### config.mk
export PLATFORM = sky130hd
export DESIGN_NAME = uart_tx_arbiter
export DESIGN_NICKNAME = d
export VERILOG_FILES = /design/src/rtl/uart_tx_arb_pkg.sv /design/src/rtl/uart_tx_arb_pick.sv /design/src/rtl/uart_tx_arbiter.sv
export SDC_FILE = /design/constraint.sdc
export NUM_CORES = 1
export LEC_CHECK = 0
export CORE_AREA = 10 10 94 55
export CTS_BUF_LIST = sky130_fd_sc_hd__clkbuf_16
export DETAILED_ROUTE_END_ITERATION = 12
export DIE_AREA = 0 0 104 65
export PLACE_DENSITY = 0.66
export SYNTH_ARGS = -nofsm -noshare
export SYNTH_HDL_FRONTEND = slang
export SYNTH_SLANG_ARGS = --single-unit
### constraint.sdc
create_clock -name i_Clock -period 3.8 [get_ports i_Clock]
set_input_delay 0.95 -clock i_Clock [delete_from_list [all_inputs] [get_ports i_Clock]]
set_output_delay 0.95 -clock i_Clock [all_outputs]
set_load 0.05 [all_outputs]
### src/rtl/uart_tx_arb_pkg.sv
// Shared types and defaults for the uart_tx arbiter slice.
package uart_tx_arb_pkg;

   // Encodings kept identical to the legacy localparam values.
   typedef enum logic [1:0] {
      ST_IDLE      = 2'd0,
      ST_LAUNCH    = 2'd1,
      ST_WAIT_DONE = 2'd2,
      ST_GAP       = 2'd3
   } arb_state_e;

   localparam int unsigned DEF_GAP_CLKS     = 87;
   localparam int unsigned DEF_TIMEOUT_CLKS = 1024;

   function automatic int unsigned max_u(input int unsigned a, input int unsigned b);
      return (a > b) ? a : b;
   endfunction

endpackage

### src/rtl/uart_tx_arb_pick.sv
// One-hot round-robin picker: first valid requester at or after i_Ptr (wrapping).
// A pointer tied to 0 turns this into a fixed lowest-index-wins priority picker.
module uart_tx_arb_pick
   import uart_tx_arb_pkg::*;
#(
   parameter int unsigned N_REQ = 2,
   parameter int unsigned PW    = 1
) (
   input  logic [N_REQ-1:0] i_Valid,
   input  logic [PW-1:0]    i_Ptr,
   output logic [N_REQ-1:0] o_Grant,
   output logic [PW-1:0]    o_Idx
);

   logic        found;
   int unsigned cand;

   // Walk the requesters starting at the pointer; the first valid one wins.
   always_comb begin
      o_Grant = '0;
      o_Idx   = '0;
      found   = 1'b0;
      cand    = 0;
      for (int unsigned k = 0; k < N_REQ; k++) begin
         cand = (32'(i_Ptr) + k) % N_REQ;
         if (!found && i_Valid[cand]) begin
            found         = 1'b1;
            o_Grant[cand] = 1'b1;
            o_Idx         = PW'(cand);
         end
      end
   end

endmodule

### src/rtl/uart_tx_arbiter.sv
// Shares one uart_tx serializer between N_REQ byte sources.
// Round-robin by default; define UART_TX_ARB_FIXED_PRIO_EN for fixed
// lowest-index priority (pointer held at 0). Aborts a frame whose
// serializer never reports done within TIMEOUT_CLKS clocks.
module uart_tx_arbiter
   import uart_tx_arb_pkg::*;
#(
   parameter int unsigned N_REQ        = 2,
   parameter int unsigned DATA_W       = 8,
   parameter int unsigned GAP_CLKS     = DEF_GAP_CLKS,
   parameter int unsigned TIMEOUT_CLKS = DEF_TIMEOUT_CLKS
) (
   input  logic                    i_Clock,
   input  logic                    i_Rst_n,
   input  logic [N_REQ-1:0]        i_Req_Valid,
   input  logic [N_REQ*DATA_W-1:0] i_Req_Byte,
   output logic [N_REQ-1:0]        o_Req_Ready,
   output logic                    o_Tx_DV,
   output logic [DATA_W-1:0]       o_Tx_Byte,
   input  logic                    i_Tx_Done,
   output logic [N_REQ-1:0]        o_Grant,
   output logic                    o_Busy,
   output logic                    o_Timeout
);

   localparam int unsigned PW    = (N_REQ > 1) ? $clog2(N_REQ) : 1;
   localparam int unsigned CNT_W = $clog2(max_u(GAP_CLKS, TIMEOUT_CLKS) + 1);
   localparam logic [CNT_W-1:0] TO_LAST  = CNT_W'(TIMEOUT_CLKS - 1);
   localparam logic [CNT_W-1:0] GAP_LAST = CNT_W'((GAP_CLKS == 0) ? 0 : GAP_CLKS - 1);

   arb_state_e       state;
   logic [PW-1:0]    ptr;
   logic [PW-1:0]    ptr_nxt;
   logic [CNT_W-1:0] cnt;
   logic [N_REQ-1:0] pick_grant;
   logic [PW-1:0]    pick_idx;

   uart_tx_arb_pick #(
      .N_REQ (N_REQ),
      .PW    (PW)
   ) u_pick (
      .i_Valid (i_Req_Valid),
      .i_Ptr   (ptr),
      .o_Grant (pick_grant),
      .o_Idx   (pick_idx)
   );

`ifdef UART_TX_ARB_FIXED_PRIO_EN
   assign ptr_nxt = '0;
`else
   assign ptr_nxt = (pick_idx == PW'(N_REQ - 1)) ? '0 : pick_idx + 1'b1;
`endif

   // Ready is gated by reset too, so an asserted reset shows no accept even though state decodes IDLE.
   assign o_Req_Ready = (state == ST_IDLE && i_Rst_n) ? pick_grant : '0;
   assign o_Tx_DV     = (state == ST_LAUNCH);
   assign o_Busy      = (state != ST_IDLE);

   // Frame sequencing: accept, launch, wait for done or timeout, then idle gap.
   always_ff @(posedge i_Clock or negedge i_Rst_n) begin
      if (!i_Rst_n) begin
         state     <= ST_IDLE;
         ptr       <= '0;
         cnt       <= '0;
         o_Tx_Byte <= '0;
         o_Grant   <= '0;
         o_Timeout <= 1'b0;
      end else begin
         o_Timeout <= 1'b0;
         case (state)
            ST_IDLE: begin
               if (|i_Req_Valid) begin
                  o_Tx_Byte <= i_Req_Byte[32'(pick_idx)*DATA_W +: DATA_W];
                  o_Grant   <= pick_grant;
                  ptr       <= ptr_nxt;
                  state     <= ST_LAUNCH;
               end
            end
            ST_LAUNCH: begin
               cnt   <= '0;
               state <= ST_WAIT_DONE;
            end
            ST_WAIT_DONE: begin
               if (i_Tx_Done) begin
                  cnt   <= '0;
                  state <= ST_GAP;
               end else if (cnt == TO_LAST) begin
                  o_Timeout <= 1'b1;
                  cnt       <= '0;
                  state     <= ST_GAP;
               end else begin
                  cnt <= cnt + 1'b1;
               end
            end
            ST_GAP: begin
               if (GAP_CLKS == 0 || cnt == GAP_LAST) begin
                  cnt     <= '0;
                  o_Grant <= '0;
                  state   <= ST_IDLE;
               end else begin
                  cnt <= cnt + 1'b1;
               end
            end
            default: state <= ST_IDLE;
         endcase
      end
   end

endmodule

==> results of run 1 <==
## metal layers
metal	wire, um	vias to the layer above
met3	105	5
li1	-	600
met5	0	-
met1	1550	579
met4	52	0
met2	1710	20
## through the flow
step,instance area (um2),setup slack [ps]
CTS,1880,778
floorplan,1370,935
detailed placement,1800,789
finish,1880,777
global route,1880,708
global placement,1800,807
## registers in the layout (all words and copies together) (netlist names)
| name | flops |
|---|---|
| o_Grant | 2 |
| ptr | 1 |
| state | 2 |
| o_Tx_Byte | 8 |
| cnt | 11 |
| o_Timeout | 1 |
## cell usage in the layout (no fill, tap or decap), drive strengths merged, types with 5 or more instances in the layout
cell type	n
mux2i	8
nand3	8
nand2	23
clkdlybuf4s50	33
nor2	5
ha	7
inv	8
o21ai	15
dfrtp	25
a21oi	6
## logic make-up after synthesis
group | count (synthesis) | synth area share
AND/OR/NAND/NOR | 54 | 0.205
AO/OA/AOI/OAI | 37 | 0.181
flip-flops | 25 | 0.455
buffers and inverters | 10 | 0.0282
multiplexers | 9 | 0.0665
adder cells (fa/ha/maj) | 7 | 0.0637
## power breakdown
part	switching, mW	internal [mW]
logic	0.508	0.274
clock network	0.0864	0.141
registers	0.0539	0.347
total	0.648	0.761
## worst register-to-register path, stage by stage (launching register included)
cell and delay, ps:
dfrtp_1 430, inv_1 80, ha_1 140, nand4bb_1 110, o41ai_2 560, a21bo_2 330
nor2_4 100, mux2_1 320
## layout make-up
class                   instances  area [um2]  share of cell area
clock buffers                   3        75.1              0.0399
clock inverters                 1        3.75             0.00200
inverters                       7        26.3              0.0140
multi-input cells             107         709               0.377
flip-flops and latches         25         626               0.333
well taps                      54        67.6              0.0359
repair buffers                 37         373               0.198
## worst max-delay path by stage
stage                        start              to  slack [ps]
global placement    i_Req_Valid[0]  o_Req_Ready[0]         810
finish              i_Req_Valid[0]  o_Req_Ready[1]         780
CTS                 i_Req_Valid[0]  o_Req_Ready[1]         780
global route        i_Req_Valid[0]  o_Req_Ready[1]         710
detailed placement  i_Req_Valid[0]  o_Req_Ready[0]         790
floorplan           i_Req_Valid[0]  o_Req_Ready[1]         930
==> impl_metrics.csv, run 1 <==
group,metric,value,unit
finish,num_antenna_cells,0,
clock_tree,clock_path_buffers,2,
worst_hold_path,hp-start,"o_Tx_Byte[0]",
sta,clock_skew,6.62,ps
power_and_ir_drop,powerDensity,749,nW/um2
yosys,ys_seq_area_frac,0.455,
detailed_routing,drc_errors,0,
power_and_ir_drop,ir_drop,0.000398,V
clock_tree,cts_resized,0,
yosys,async_flop_share,1.00,
worst_setup_path,reg2reg_from,"cnt[0]",
global_routing,busiest_layer,"met2",
yosys,syn_area_per_cell,9.67,um2
yosys,yosysUniqueCellTypes,38,
floorplanning,io_pins,36,
finish,syn2layout_area_growth,36.9,%
floorplanning,start_util,0.377,
sta,slew_headroom,0.440,
floorplanning,die_w,104,um
worst_setup_path,cp_slowest_cell,"clkdlybuf4s50_1",
floorplanning,core,3640,um2
worst_setup_path,start_kind,"input port",
run,cap_violations,0,
detailed_routing,wire_per_inst,14.6,um
worst_setup_path,crit_family,"buffers and inverters",
detailed_routing,drt_first_pass_iters,4,
finish,fillCellCount,327,
sta,rsz0062_at_grt,"false",
yosys,yosysMostFrequentCell,"dfrtp_1",
yosys,synth_edf_count,0,
sta,setup_viol,0,
yosys,yosysTopAreaCell,"dfrtp_1",
finish,layout.cells.non_filler,234,
detailed_routing,routed_wl,3420,um
finish,fin_util,0.516,
clock_tree,cts_tree,"done",
global_routing,met3_usage,0.0237,
worst_setup_path,slowest_delay,520,ps
yosys,synth_area_leaders,"dfrtp_1 46%, ha_1 6.4%, nand2_1 6.3%",
sta,worst_pin_slew,834,ps
clock_tree,path_clk_slew,60,ps
detailed_routing,final_antenna_net_count,0,
clock_tree,h-tree-depth,1,
detailed_routing,vias,1204,
clock_tree,clk_latency,260,ps
floorplanning,dieArea,6760,um2
worst_setup_path,path_buf_inv,3,
detailed_routing,vias_per_cell,5.15,
power_and_ir_drop,report.power.total,1.41,mW
global_routing,track_usage,0.101,
worst_setup_path,crit_type,"input port to primary output",
sta,hold_viol_final,0,
global_routing,grt_pass1_vias,1140,
worst_setup_path,critPathArrivalTime,2070,ps
global_routing,use_met1,0.124,
detailed_routing,dr.first_iter.drc_count,63,
sta,report.final.slew_viol_count,0,
clock_tree,numCtsBuffers,3,
worst_setup_path,r2r_slack,1610,ps
worst_setup_path,end_kind,"primary output",
placed_design,portBuffers,35,
sta,finalCritPeriodShare,0.796,
worst_setup_path,cp_cell_sequence,"clkdlybuf4s50_1 -> inv_1 -> o21ai_0 -> nor2_1 -> buf_4",
sta,timing.fmax,331,MHz
global_routing,grt_pass1_wl,5600,um
power_and_ir_drop,p_leak,0.823,nW
floorplanning,rows,16,
yosys,synthTopCellsByCount,"25 x dfrtp_1, 23 x nand2_1, 10 x o21ai_0",
finish,drive_gt1_frac,0.0722,
global_routing,antenna_found_initial,0,
status,status,"completed",
yosys,synth-seq-cells,25,
placed_design,place_hpwl,2750,um
clock_tree,cts_hold_buf,0,
yosys,synth_warnings,0,
worst_setup_path,cp.depth,5,
global_routing,grt_max_degree,24,
clock_tree,numClockSinks,25,
finish,nets,209,
worst_hold_path,holdPathEnd,"o_Tx_Byte[0]",
floorplanning,die_h,65,um
worst_setup_path,path_max_fanout,4,
worst_setup_path,r2r-end,"state[1]",
sta,finalSetupTns,0,ps
placed_design,place.gp.congestion,0.817,
sta,holdWs,474,ps
worst_hold_path,hold_depth,2,
yosys,synthFlopType,"dfrtp_1",
yosys,syn_nets,170,
clock_tree,post_cts.repair.setup_buffers,0,
worst_hold_path,hold_path.class,"register to register",
placed_design,placedCellCount,230,
yosys,netlist.area_leader.share,0.455,
yosys,synthCells,142,
sta,period_minus_slack,3020,ps
clock_tree,cts_root_buffer,"clkbuf_16",
worst_setup_path,r2r_cells,7,
global_routing,overflow,0,
global_routing,use_met2,0.168,
yosys,synth_area,1370,um2
worst_setup_path,crit_required,2850,ps
Power figures use the tool's default switching activity.
==> inputs of run 2 (changes only) <==
- PLACE_DENSITY: 0.66 -> 0.69
- clock period: 3.8 -> 2.65 ns (I/O delays scaled with it)
==> run 2 against run 1 <==
Against the previous run: first-iteration DRC count decreased by 29%; clock-buffer cell count unchanged; register-to-register slack got worse by 1200 ps; clock power increased by 44%; via count decreased by 0.91%; die area unchanged; clock skew decreased by 4.4 ps; worst hold slack improved by 11 ps.
==> impl_metrics.csv, run 2 (synthesis results as in run 1) <==
group,metric,value,unit
worst_setup_path,r2r_cells,7,
worst_setup_path,path_max_fanout,4,
sta,rsz0062_at_grt,"false",
floorplanning,core,3640,um2
placed_design,portBuffers,35,
finish,final_cell_mix,"32 x clkdlybuf4s50_1, 25 x dfrtp_1, 23 x nand2_1",
clock_tree,clock_path_buffers,2,
clock_tree,cts_hold_buf,0,
floorplanning,die_h,65,um
worst_hold_path,holdPathEnd,"o_Tx_Byte[6]",
clock_tree,post_cts.repair.setup_buffers,0,
detailed_routing,drc_errors,0,
sta,timing.fmax,405,MHz
finish,drive_gt1_frac,0.0929,
sta,slew_headroom,0.560,
finish,multi_input_area,709,um2
finish,regArea,626,um2
sta,clock_skew,2.20,ps
global_routing,grt_max_degree,21,
detailed_routing,dr.first_iter.drc_count,45,
run,cap_violations,0,
floorplanning,dieArea,6760,um2
finish,syn2layout_area_growth,39.3,%
finish,fillCellCount,331,
sta,worst_pin_slew,652,ps
placed_design,place_hpwl,2870,um
worst_hold_path,hold_path.class,"register to register",
detailed_routing,vias_per_cell,5.03,
worst_setup_path,crit_required,1990,ps
sta,holdWs,485,ps
clock_tree,numCtsBuffers,3,
floorplanning,die_w,104,um
floorplanning,io_pins,36,
sta,setup_viol,0,
worst_setup_path,r2r_slack,390,ps
clock_tree,path_clk_slew,60,ps
sta,finalCritPeriodShare,0.933,
worst_setup_path,end_kind,"primary output",
sta,report.final.slew_viol_count,0,
finish,fin_util,0.525,
worst_setup_path,critPathArrivalTime,1810,ps
worst_hold_path,hp-start,"o_Tx_Byte[6]",
detailed_routing,routed_wl,3480,um
detailed_routing,final_antenna_net_count,0,
placed_design,place_area,1830,um2
sta,finalSetupTns,0,ps
power_and_ir_drop,report.power.total,2.04,mW
global_routing,grt_pass1_wl,5890,um
finish,num_antenna_cells,0,
worst_setup_path,r2r-end,"state[1]",
power_and_ir_drop,powerDensity,1070,nW/um2
sta,hold_viol_final,0,
finish,nets,212,
status,status,"completed",
worst_hold_path,hold_depth,2,
worst_setup_path,start_kind,"input port",
placed_design,place.gp.congestion,0.838,
global_routing,track_usage,0.106,
finish,layout_commonest_cell,"clkdlybuf4s50_1",
floorplanning,start_util,0.377,
global_routing,antenna_found_initial,0,
clock_tree,h-tree-depth,1,
clock_tree,cts_root_buffer,"clkbuf_16",
clock_tree,numClockSinks,25,
finish,stdcell_area,1910,um2
finish,largest_reg_flops,11,
worst_setup_path,reg2reg_from,"cnt[0]",
clock_tree,cts_tree,"done",
detailed_routing,drt_first_pass_iters,4,
sta,period_minus_slack,2470,ps
floorplanning,rows,16,
detailed_routing,vias,1193,
clock_tree,clk_latency,260,ps
power_and_ir_drop,ir_drop,0.000583,V
worst_setup_path,crit_type,"input port to primary output",
detailed_routing,wire_per_inst,14.7,um
finish,regMostFlops,"cnt",
global_routing,overflow,0,
finish,reg_top3,"cnt x11, o_Tx_Byte x8",
global_routing,grt_pass1_vias,1183,
clock_tree,cts_resized,0,
power_and_ir_drop,p_leak,0.841,nW
## run 2: cell type report
class	count	area share
sequential	25	0.327
tap	54	0.0353
clock inverter	1	0.00196
timing repair buffer	40	0.212
clock buffer	3	0.0392
inverter	7	0.0137
multi-input combinational	107	0.371
## run 2: metrics by stage
stage | worst slack [ps] | instances
CTS | 181 | 237
global placement | 239 | 233
floorplan | 360 | 142
finish | 178 | 237
detailed placement | 187 | 233
global route | 148 | 237
## run 2: power breakdown
group,switching [mW],internal (mW),total (mW)
clock network,0.126,0.202,0.327
logic,0.726,0.408,1.13
registers,0.0830,0.498,0.581
total,0.935,1.11,2.04
## run 2: worst max path at each step
stage | cells after the start | startpoint | slack (ps) | endpoint
2_1_floorplan | 4 | i_Req_Valid[0] | 360 | o_Req_Ready[1]
3_3_place_gp | 5 | i_Req_Valid[0] | 240 | o_Req_Ready[0]
3_5_place_dp | 5 | i_Req_Valid[0] | 190 | o_Req_Ready[0]
4_1_cts | 5 | i_Req_Valid[0] | 180 | o_Req_Ready[0]
5_1_grt | 3 | state[1] | 150 | o_Tx_DV
6_report | 5 | i_Req_Valid[0] | 180 | o_Req_Ready[0]
## run 2: critical path, stage by stage
cell	delay [ps]
clkdlybuf4s50_1	540
inv_1	70
a21oi_1	160
and3_1	230
buf_12	150
## run 2: per-layer routing
metal,track usage,wire (um)
met4,0.0379,43
met3,0.0385,181
met2,0.170,1600
met5,0,0
met1,0.131,1650
==> inputs of run 3 (changes only) <==
- PLACE_DENSITY: 0.69 -> not set
- PLACE_DENSITY_LB_ADDON: not set -> 0.15
==> run 3 against run 2 <==
Against the previous run: largest cell class unchanged; maximum frequency increased by 0.29%; register-to-register slack about the same; via count is 0.50% lower; sequential power decreased by 1%; combinational power hardly changed; non-clock buffer count shrank 1; total power up 0.37%; routed wire length up 3.1%; highest routed layer unchanged; worst hold slack worse by 4.1 ps; critical endpoint unchanged; first-iteration DRC count down 24%; clock skew barely moved; final area shrank 0.33%.
==> impl_metrics.csv, run 3 (synthesis results as in run 1) <==
group,metric,value,unit
status,status,"completed",
finish,regMostFlops,"cnt",
clock_tree,path_clk_slew,60,ps
sta,rsz0062_at_grt,"false",
global_routing,antenna_found_initial,0,
power_and_ir_drop,powerDensity,1070,nW/um2
worst_setup_path,reg2reg_from,"cnt[0]",
sta,period_minus_slack,2460,ps
finish,final_cell_mix,"32 x clkdlybuf4s50_1, 25 x dfrtp_1, 23 x nand2_1",
clock_tree,cts_root_buffer,"clkbuf_16",
worst_setup_path,start_kind,"input port",
detailed_routing,dr.first_iter.drc_count,34,
global_routing,grt_max_degree,26,
finish,syn2layout_area_growth,38.8,%
global_routing,track_usage,0.106,
detailed_routing,final_antenna_net_count,0,
finish,reg_top3,"cnt x11, o_Tx_Byte x8",
clock_tree,cts_resized,0,
finish,stdcell_area,1910,um2
worst_hold_path,hold_path.class,"register to register",
floorplanning,dieArea,6760,um2
power_and_ir_drop,p_leak,0.835,nW
placed_design,portBuffers,35,
sta,setup_viol,0,
worst_setup_path,path_max_fanout,4,
power_and_ir_drop,report.power.total,2.05,mW
worst_setup_path,startpoint,"i_Req_Valid[0]",
clock_tree,numCtsBuffers,3,
placed_design,place.gp.congestion,0.785,
finish,drive_gt1_frac,0.0934,
sta,finalSetupTns,0,ps
clock_tree,post_cts.repair.setup_buffers,0,
floorplanning,die_w,104,um
finish,nets,211,
global_routing,overflow,0,
clock_tree,cts_tree,"done",
worst_setup_path,critPathArrivalTime,1800,ps
detailed_routing,wire_per_inst,15.2,um
finish,layout_commonest_cell,"clkdlybuf4s50_1",
sta,timing.fmax,406,MHz
worst_hold_path,hp-start,"o_Grant[1]",
sta,finalCritPeriodShare,0.930,
sta,report.final.slew_viol_count,0,
floorplanning,start_util,0.377,
placed_design,place_hpwl,2850,um
floorplanning,core,3640,um2
sta,worst_pin_slew,598,ps
clock_tree,h-tree-depth,1,
detailed_routing,drt_first_pass_iters,4,
detailed_routing,vias_per_cell,5.03,
detailed_routing,routed_wl,3590,um
sta,clock_skew,1.94,ps
detailed_routing,drc_errors,0,
floorplanning,die_h,65,um
floorplanning,io_pins,36,
power_and_ir_drop,ir_drop,0.000568,V
floorplanning,rows,16,
finish,num_antenna_cells,0,
finish,fin_util,0.523,
clock_tree,clock_path_buffers,2,
clock_tree,numClockSinks,25,
global_routing,grt_pass1_wl,5960,um
worst_setup_path,end_kind,"primary output",
worst_setup_path,crit_required,1990,ps
run,cap_violations,0,
sta,hold_viol_final,0,
detailed_routing,vias,1187,
placed_design,place_area,1830,um2
clock_tree,cts_hold_buf,0,
clock_tree,clk_latency,260,ps
worst_setup_path,crit_type,"input port to primary output",
sta,slew_headroom,0.597,
finish,largest_reg_flops,11,
global_routing,grt_pass1_vias,1187,
run 3: cell types whose count changed in the layout (fill, tap and decap cells not counted), sizes merged:
cell,previous run,this run
inv,8,7
clkinv,0,1
buf,8,7
run 3: worst paths after layout:
| kind | endpoint | slack, ps | cells past startpoint |
|---|---|---|---|
| hold / removal | o_Grant[1] | 480 | 2 |
| max in group asynchronous | cnt[9] | 1550 | 2 |
| setup reg to reg | state[1] | 390 | 7 |
| setup / recovery | o_Req_Ready[0] | 190 | 5 |
| min in group asynchronous | state[0] | 840 | 2 |
| hold reg to reg | o_Grant[1] | 480 | 2 |
run 3: area by class of cell:
class,instances,area [um2]
clock inverters,1,5.00
inverters,7,26.3
multi-input cells,107,709
fillers,344,1740
flip-flops and latches,25,626
clock buffers,3,75.1
well taps,54,67.6
repair buffers,39,398
run 3: metal layers:
metal | vias up | GRT usage | routed length, um
li1 | 594 | - | -
met1 | 557 | 0.139 | 1800
met2 | 34 | 0.162 | 1560
met3 | 2 | 0.0444 | 216
met4 | 0 | 0.0155 | 8
met5 | - | 0 | 0
run 3: where the power goes:
part / switching (mW) / total, mW / internal [mW]
logic: 0.730 / 1.14 / 0.407
clock network: 0.133 / 0.337 / 0.203
registers: 0.0781 / 0.575 / 0.497
total: 0.941 / 2.05 / 1.11
run 3: per-stage QoR:
stage / std cells / worst slack (ps) / hold slack, ps
3_3_place_gp: 232 / 233 / 461
2_1_floorplan: 142 / 360 / 367
4_1_cts: 236 / 186 / 486
6_report: 236 / 185 / 481
3_5_place_dp: 232 / 195 / 466
5_1_grt: 236 / 98.1 / 504
run 3: critical path, stage by stage:
cell and delay, ps:
clkdlybuf4s50_1 530, inv_1 70, a21oi_1 160, and3_1 230, buf_12 150
